`src/rtl/mon_chan_multi_pkg.sv`:
```
// Shared constants for the mon_chan_multi monitor demodulator.
//   MON_PROD_W          width of the per-channel product kept after the multiplier
//   MON_MULT_W          width of the shared LO/weight word
//   MON_MULT_FORBIDDEN  the one mult code whose product overflows the kept slice
//   mon_order_ok()      legal CIC order range, used for elaboration checks
package mon_chan_multi_pkg;

  localparam int MON_PROD_W = 19;
  localparam int MON_MULT_W = 18;
  localparam logic signed [MON_MULT_W-1:0] MON_MULT_FORBIDDEN = 18'sh20000;

  function automatic bit mon_order_ok(input int order);
    return (order >= 1) && (order <= 3);
  endfunction

endpackage

```
`src/rtl/mon_chan_multi_cic_int.sv`:
```
// One channel of the monitor: two-stage signed multiply, round-half-up
// to 18 bits, then an order-N wrapping integrator chain.
//   clk, rst  system clock, synchronous active-high reset
//   i_adc     signed ADC sample for this channel
//   i_mult    registered shared multiplier word
//   o_int     last integrator of the chain (wraps modulo 2^rwi)
module mon_cic_int
  import mon_chan_multi_pkg::*;
#(
  parameter int dwi   = 16,
  parameter int rwi   = 28,
  parameter int order = 2
) (
  input  logic                         clk,
  input  logic                         rst,
  input  logic signed [dwi-1:0]        i_adc,
  input  logic signed [MON_MULT_W-1:0] i_mult,
  output logic signed [rwi-1:0]        o_int
);

  localparam int PW = dwi + MON_MULT_W;

  logic signed [PW-1:0]         r_p1, r_p2;
  logic signed [MON_PROD_W-1:0] w_pk;
  logic signed [MON_PROD_W:0]   w_pk1, w_inc;
  logic signed [rwi-1:0]        w_inc_x;
  logic signed [rwi-1:0]        r_int [order];
  logic                         w_unused;

  // Top product bit is a redundant sign (mult never takes the forbidden
  // code); the low bits are sub-LSB fraction. Both are dropped.
  assign w_pk     = r_p2[dwi+16:dwi-2];
  assign w_unused = ^{r_p2[PW-1], r_p2[dwi-3:0]};

  // floor((pk+1)/2): round-half-up halving, arithmetic shift keeps floor
  // semantics for negative values.
  assign w_pk1   = {w_pk[MON_PROD_W-1], w_pk} + 1'b1;
  assign w_inc   = w_pk1 >>> 1;
  assign w_inc_x = {{(rwi-MON_PROD_W-1){w_inc[MON_PROD_W]}}, w_inc};

  always_ff @(posedge clk) begin
    if (rst) begin
      r_p1 <= '0;
      r_p2 <= '0;
      for (int j = 0; j < order; j++) r_int[j] <= '0;
    end else begin
      r_p1     <= PW'(i_adc) * PW'(i_mult);
      r_p2     <= r_p1;
      r_int[0] <= r_int[0] + w_inc_x;
      // Each stage integrates the previous stage's registered value;
      // wrap-around is intentional, the downstream decimator relies on it.
      for (int j = 1; j < order; j++) r_int[j] <= r_int[j] + r_int[j-1];
    end
  end

  assign o_int = r_int[order-1];

endmodule

```
`src/rtl/mon_chan_multi.sv`:
```
// Multi-channel monitor demodulator with daisy-chained readout.
//   clk, rst  system clock, synchronous active-high reset
//   adc       nch packed signed samples, channel k at [k*dwi +: dwi]
//   mult      shared signed LO/weight word (registered once here)
//   samp      snapshot strobe: load all channel results into the chain
//   s_in      upstream chain data, shifted in behind this instance's frame
//   s_out     chain output (head of the shift register)
//   s_first   marks channel 0 of a fresh snapshot on s_out
module mon_chan_multi
  import mon_chan_multi_pkg::*;
#(
  parameter int dwi   = 16,
  parameter int rwi   = 28,
  parameter int nch   = 4,
  parameter int order = 2
) (
  input  logic                         clk,
  input  logic                         rst,
  input  logic [nch*dwi-1:0]           adc,
  input  logic signed [MON_MULT_W-1:0] mult,
  input  logic                         samp,
  input  logic [rwi-1:0]               s_in,
  output logic [rwi-1:0]               s_out,
  output logic                         s_first
);

  if (!mon_order_ok(order)) begin : g_bad_order
    $error("mon_chan_multi: order must be 1..3");
  end
  if (nch < 1 || nch > 16) begin : g_bad_nch
    $error("mon_chan_multi: nch must be 1..16");
  end

  logic signed [MON_MULT_W-1:0] r_mult;
  logic [rwi-1:0]               w_int [nch];
  logic [rwi-1:0]               r_sr  [nch];
  logic                         r_first;

  for (genvar k = 0; k < nch; k++) begin : g_ch
    mon_cic_int #(.dwi(dwi), .rwi(rwi), .order(order)) u_int (
      .clk    (clk),
      .rst    (rst),
      .i_adc  (adc[k*dwi +: dwi]),
      .i_mult (r_mult),
      .o_int  (w_int[k])
    );
  end

  always_ff @(posedge clk) begin
    if (rst) begin
      r_mult  <= '0;
      r_first <= 1'b0;
      for (int k = 0; k < nch; k++) r_sr[k] <= '0;
    end else begin
      r_mult  <= mult;
      r_first <= samp;
      if (samp) begin
        for (int k = 0; k < nch; k++) r_sr[k] <= w_int[k];
      end else begin
        // Shift toward s_out; upstream data follows this instance's frame.
        for (int k = 0; k < nch-1; k++) r_sr[k] <= r_sr[k+1];
        r_sr[nch-1] <= s_in;
      end
    end
  end

  assign s_out   = r_sr[0];
  assign s_first = r_first;

endmodule
```
`config.mk`:
```
export PLATFORM = sky130hd
export DESIGN_NAME = mon_chan_multi
export DESIGN_NICKNAME = d
export VERILOG_FILES = /design/src/rtl/mon_chan_multi_pkg.sv /design/src/rtl/mon_chan_multi_cic_int.sv /design/src/rtl/mon_chan_multi.sv
export SDC_FILE = /design/constraint.sdc
export NUM_CORES = 2
export LEC_CHECK = 0
export BUFFER_PORTS_ARGS = -buffer_cell sky130_fd_sc_hd__clkbuf_2
export CAP_MARGIN = 0
export CORE_MARGIN = 5
export CORE_UTILIZATION = 38
export CTS_BUF_LIST = sky130_fd_sc_hd__clkbuf_8
export CTS_CLUSTER_SIZE = 25
export DETAILED_ROUTE_END_ITERATION = 8
export SETUP_SLACK_MARGIN = 0.05
export SYNTH_ARGS = -nofsm -noshare
export SYNTH_HDL_FRONTEND = slang
export SYNTH_HIERARCHICAL = 1
export SYNTH_SLANG_ARGS = --single-unit
```
`constraint.sdc`:
```
create_clock -name clk -period 7.7 [get_ports clk]
set_input_delay 0.385 -clock clk [delete_from_list [all_inputs] [get_ports clk]]
set_output_delay 0.385 -clock clk [all_outputs]
set_load 0.02 [all_outputs]
```
Yosys cells after proc, flatten, opt, wreduce, memory -nomap -nowiden:

Memory sizes are Yosys's and may differ from the RTL's.
Cells that the tools add are included.

* $add $sub $neg: 12
* multipliers: 4
* div/mod/pow operators: 0
* order comparisons: 0
* equality and inequality tests: 0
* shift-type cells: 0
* multiplexer cells: 25
* bitwise operators: 16
* reduce and logical (&&, ||, !) cells: 0

Operators by type and width (number)
* $mux 28: 16
* $mul 16x18->33: 4
* $add 28x19->28: 4
* $add 28x28->28: 4
* $add 19x2->20 const B: 4
* $or 1x1->1: 16
* $mux 1: 9

* register bits: 283
* latch bits: 0
* bits in writable memories: 336
* bits in read-only memories: 0
* input port bits: 113
* output and inout bits: 29
* word-level logic and storage cells: 72
* memories: 5

Memory list
* r_sr: words 4, bits a word 28, rd ports 4, clocked after Yosys merged registers in 0, wr ports 4, line mon_chan_multi.sv:36 `logic [rwi-1:0] r_sr [nch];`
* g_ch[0].u_int.r_int: words 2, bits a word 28, rd ports 2, clocked after Yosys merged registers in 0, wr ports 2, line mon_chan_multi_cic_int.sv:27 `logic signed [rwi-1:0] r_int [order];`
* g_ch[1].u_int.r_int: words 2, bits a word 28, rd ports 2, clocked after Yosys merged registers in 0, wr ports 2, line mon_chan_multi_cic_int.sv:27
* g_ch[2].u_int.r_int: words 2, bits a word 28, rd ports 2, clocked after Yosys merged registers in 0, wr ports 2, line mon_chan_multi_cic_int.sv:27
* g_ch[3].u_int.r_int: words 2, bits a word 28, rd ports 2, clocked after Yosys merged registers in 0, wr ports 2, line mon_chan_multi_cic_int.sv:27

Depth between registers and ports, before layout:

* depth after elaboration: 5
* depth in mapped cells: 26

Cells and area by module:

Netlist, hierarchy kept.

By module, submodules not included
* mon_cic_int (g_ch[0].u_int): times used 1, cells an instance 1777, area an instance 15811.4 um^2
* mon_cic_int (g_ch[2].u_int): times used 1, cells an instance 1767, area an instance 15802.7 um^2
* mon_cic_int (g_ch[1].u_int): times used 1, cells an instance 1773, area an instance 15758.9 um^2
* mon_cic_int (g_ch[3].u_int): times used 1, cells an instance 1766, area an instance 15745.1 um^2
* mon_chan_multi: times used 1, cells an instance 402, area an instance 5622.9 um^2

Worst setup path before layout:

OpenSTA, ideal clock, no wires.

* path type: flip-flop to flip-flop
* start point: reg r_mult[17]
* end point: reg g_ch[0].u_int.r_p1[31]
* arrival time: 6392 ps
* required time: 7579 ps
* slack: 1187 ps
* stages on the path, launching flop included: 21
* buffers on the path: 1
* cell sequence: dfxtp_1 > clkbuf_1 > nand2_1 > inv_1 > fa_1 > fa_1 > fa_1 > fa_1 > fa_1 > inv_1 > fa_1 > inv_1 > ha_1 > inv_1 > nor2_1 > a211o_1 > a21oi_1 > o21ai_0 > a311oi_4 > a21oi_2 > mux2_4

* longest elaborated chain between the ends: 1

Ends and longest elaborated chain
* from (decl): line mon_chan_multi.sv:34 `logic signed [MON_MULT_W-1:0] r_mult;`
* from (signal assigned): line mon_chan_multi.sv:55 `r_mult <= mult;`
* $mul 16x18->33: line mon_chan_multi_cic_int.sv:47 `r_p1 <= PW'(i_adc) * PW'(i_mult);`
* to (signal assigned): line mon_chan_multi_cic_int.sv:47
* to (decl): line mon_chan_multi_cic_int.sv:23 `logic signed [PW-1:0] r_p1, r_p2;`

Every way passes these cells.
A chain may end at the register's enable or synchronous reset.

Worst setup path in the final report:

* start point: reg r_mult[11]
* end point: reg g_ch[0].u_int.r_p1[26]

The elaborated chain is that of the path after synthesis.

==> flow_summary.json <==
{
  "synth_seq_cells": 507,
  "worstSetupPathType": "flip-flop to flip-flop",
  "synth_top_cell_area_share": 0.3320,
  "io_pins": 142,
  "clock_sinks": 507,
  "synth-xor-area-share": 0.04307,
  "cpPeakStageDelay_ns": 1.09,
  "start_util": 0.3811,
  "vdd_drop_max_uv": 320.6,
  "clk_latency_ns": 0.75,
  "routed_wl_microns": 172200,
  "rows": 156,
  "core-area_sq_um": 180400,
  "drv_cap": 0,
  "grt_pass1_wl_microns": 283500,
  "drt-pass1-iter-count": 7,
  "fin_nets": 9349,
  "drive_above_1_share": 0.05489,
  "area_growth_pct": 7.079,
  "cp.required_ns": 8.30,
  "cp-start-kind": "flip-flop",
  "cts_buffers": 83,
  "seq_area_frac_synth": 0.1640,
  "p_leak_nw": 35.92,
  "yosysUniqueCellTypes": 111,
  "htreeDepth": 3,
  "status": "finished clean",
  "cts_buffer_depth": 3,
  "fmax_mhz": 141.4,
  "combPwrFrac": 0.735,
  "remaining_drc_errors": 0,
  "drt-initial-drc-count": 2409,
  "synthAdderAreaFrac": 0.4310,
  "track_usage": 0.1846,
  "synth_area_sq_um": 68740,
  "switching_share": 0.4872,
  "portBuffers": 141,
  "gp_congestion": 0.8780,
  "hold_viol": 0,
  "clock_power_share": 0.097,
  "synth_ff_type": "dfxtp_1",
  "clk_pin_slew_ns": 0.06,
  "rsz0062_at_grt": "false",
  "antenna_found_initial": 9,
  "synth_mux_area_frac": 0.01813,
  "synth.area.top_cells": "fa_1, dfxtp_1, ha_1",
  "synthSimpleGateAreaFrac": 0.1626,
  "total_power_mw": 24.53,
  "cts_root_buffer": "clkbuf_8",
  "synth_compound_area_frac": 0.07515,
  "r2r_setup_slack_ns": 0.63,
  "skew_ns": 0.06846,
  "end_kind": "flip-flop",
  "min_path_type": "primary input to flip-flop",
  "power.density_nw_per_um2": 333.3,
  "r2r_cells": 20,
  "viasPerCell": 4.890,
  "period_minus_slack_ns": 7.071,
  "critPathTopFamily": "adder cells",
  "die_h_microns": 435.3,
  "die_x_microns": 435.3,
  "post-route-period-util": 0.9183,
  "post-place-ws_ns": 0.7399,
  "slowest_stage": "dfxtp_2",
  "dpl.hpwl_microns": 134900,
  "setup_viol": 0,
  "setup_slack_ns": 0.6287,
  "grt_pass1_vias": 53630,
  "synth-edff-count": 112,
  "die-area_sq_um": 189500,
  "r2r-start": "r_mult[11]$_SDFF_PP0_",
  "synthMostInstantiatedCell": "inv_1",
  "grt_overflow": 0,
  "cp.buffers_inverters": 3,
  "path_max_fanout": 28,
  "p_seq_frac": 0.168,
  "cts_tree": "built",
  "crit_start": "r_mult[11]$_SDFF_PP0_",
  "synth_top_family_by_area": "adder cells",
  "post_drt_wl_per_cell_microns": 17.22,
  "rr_endpoint": "g_ch[0].u_int/r_p1[26]$_SDFF_PP0_",
  "yosys-top-cells-count": "inv_1, fa_1, nand2_1",
  "endpoint": "g_ch[0].u_int/r_p1[26]$_SDFF_PP0_",
  "slew_violations": 0,
  "yosys.area.top_type": "fa_1",
  "worstMarginPinSlew_ns": 1.174,
  "synthArstFlopShare": 0,
  "cts.repair.resized": 0,
  "tns_ns": 0,
  "ant_nets": 0,
  "cpMostUsedCell": "fa_1",
  "cp_num_cells": 20,
  "syn_avg_cell_area_sq_um": 9.184,
  "p_sw_mw": 11.95,
  "num_vias": 48900,
  "postSynthCellCount": 7485,
  "internal_power_mw": 12.58,
  "ys_warn_count": 6,
  "max_slew_margin": 0.2170,
  "cp_cell_sequence": "nand2_1 > fa_1 > fa_1 > fa_1 > inv_1 > fa_1 > fa_1 > inv_1 > fa_1 > inv_1 > ha_1 > a211oi_2 > o21ai_1 > o21a_1 > a21o_1 > a31o_4 > a211oi_1 > o31ai_1 > a21oi_1 > mux2_2",
  "grt_max_degree": 117,
  "worstPathArrival_ns": 7.67
}
## cell usage in the layout (no fill, tap or decap), drive strengths merged, types with 34 or more instances in the layout
cell,n
xnor2,216
a21oi,207
ha,544
xor2,122
nand3,71
buf,58
dlygate4sd3,34
edfxtp,112
o21a,45
conb,112
nand2,714
dfxtp,395
nor2b,147
nand4,40
and2,511
a21o,125
nand2b,62
clkbuf,238
o21ai,132
and3,44
fa,1140
nor2,523
inv,1465
nor3,87
mux2i,114
a211oi,41
## repair_timing
item,CTS,global route
buffers inserted,0,0
endpoints found under the hold margin,32,2
hold buffers,32,2
## cell families (layout without fill, tap and decap cells)
logic type,count (synthesis),count (layout)
adders and majority gates,1684,1684
xor gates and xnor gates,338,338
DFF,507,507
buffers and inverters,1798,1817
muxes,123,123
AOI/OAI and AO/OA,745,745
and+or+nand+nor,2289,2289
other,1,127
## metrics by stage
step	hold slack, ns	utilization	instances	instance area [sq um]
2_1_floorplan	0.4138	-	7596	69160
3_3_place_gp	0.4153	0.3968	9803	71560
3_5_place_dp	0.4204	0.3968	9803	71560
4_1_cts	0.002457	0.4078	9983	73550
5_1_grt	0.04717	0.4081	10000	73610
6_report	0.1033	0.4081	10000	73610
## power groups by stage
stage	sequential, mW	combinational [mW]	clock (mW)
3_5_place_dp	4.19	18.0	0
3_3_place_gp	4.17	17.6	0
5_1_grt	4.22	20.6	2.60
4_1_cts	4.13	18.1	2.49
2_1_floorplan	3.99	14.2	0
6_report	4.13	18.0	2.37
## metal layers
layer | vias to the layer above | track usage | routed length (microns)
li1 | 23080 | - | -
met1 | 24400 | 0.2339 | 73750
met5 | - | 0 | 27
met4 | 4 | 0.06562 | 6293
met2 | 1123 | 0.3243 | 84280
met3 | 286 | 0.02330 | 7809
## state kept, by name, indices dropped and copies added, names as in the netlist
name / count
g_ch.u_int/r_int: 224
r_sr: 112
g_ch.u_int/r_p1: 76
g_ch.u_int/r_p2: 76
r_mult: 18
s_first: 1
## final cells by class
class / count / area (sq um)
fill: 17960 / 106700
multi-input combinational: 5291 / 50600
sequential: 507 / 11290
inverter: 1438 / 5398
tap: 2370 / 2965
timing repair buffer: 231 / 1645
clock buffer: 99 / 1363
clock inverter: 49 / 306.5
antenna: 15 / 37.54
## how the worst min path moves through the flow
stage / startpoint / to / slack (ns) / cells past startpoint
3_5_place_dp: g_ch[1].u_int/r_p1[23]$_SDFF_PP0_ / g_ch[1].u_int/r_p2[23]$_SDFF_PP0_ / 0.42 / 1
6_report: mult[6] / r_mult[6]$_SDFF_PP0_ / 0.10 / 2
3_3_place_gp: g_ch[3].u_int/r_p1[15]$_SDFF_PP0_ / g_ch[3].u_int/r_p2[15]$_SDFF_PP0_ / 0.42 / 1
5_1_grt: mult[8] / r_mult[8]$_SDFF_PP0_ / 0.05 / 2
2_1_floorplan: g_ch[0].u_int/r_p1[14]$_SDFF_PP0_ / g_ch[0].u_int/r_p2[14]$_SDFF_PP0_ / 0.41 / 1
4_1_cts: mult[7] / r_mult[7]$_SDFF_PP0_ / 0.002 / 2
Power figures use the tool's default switching activity.
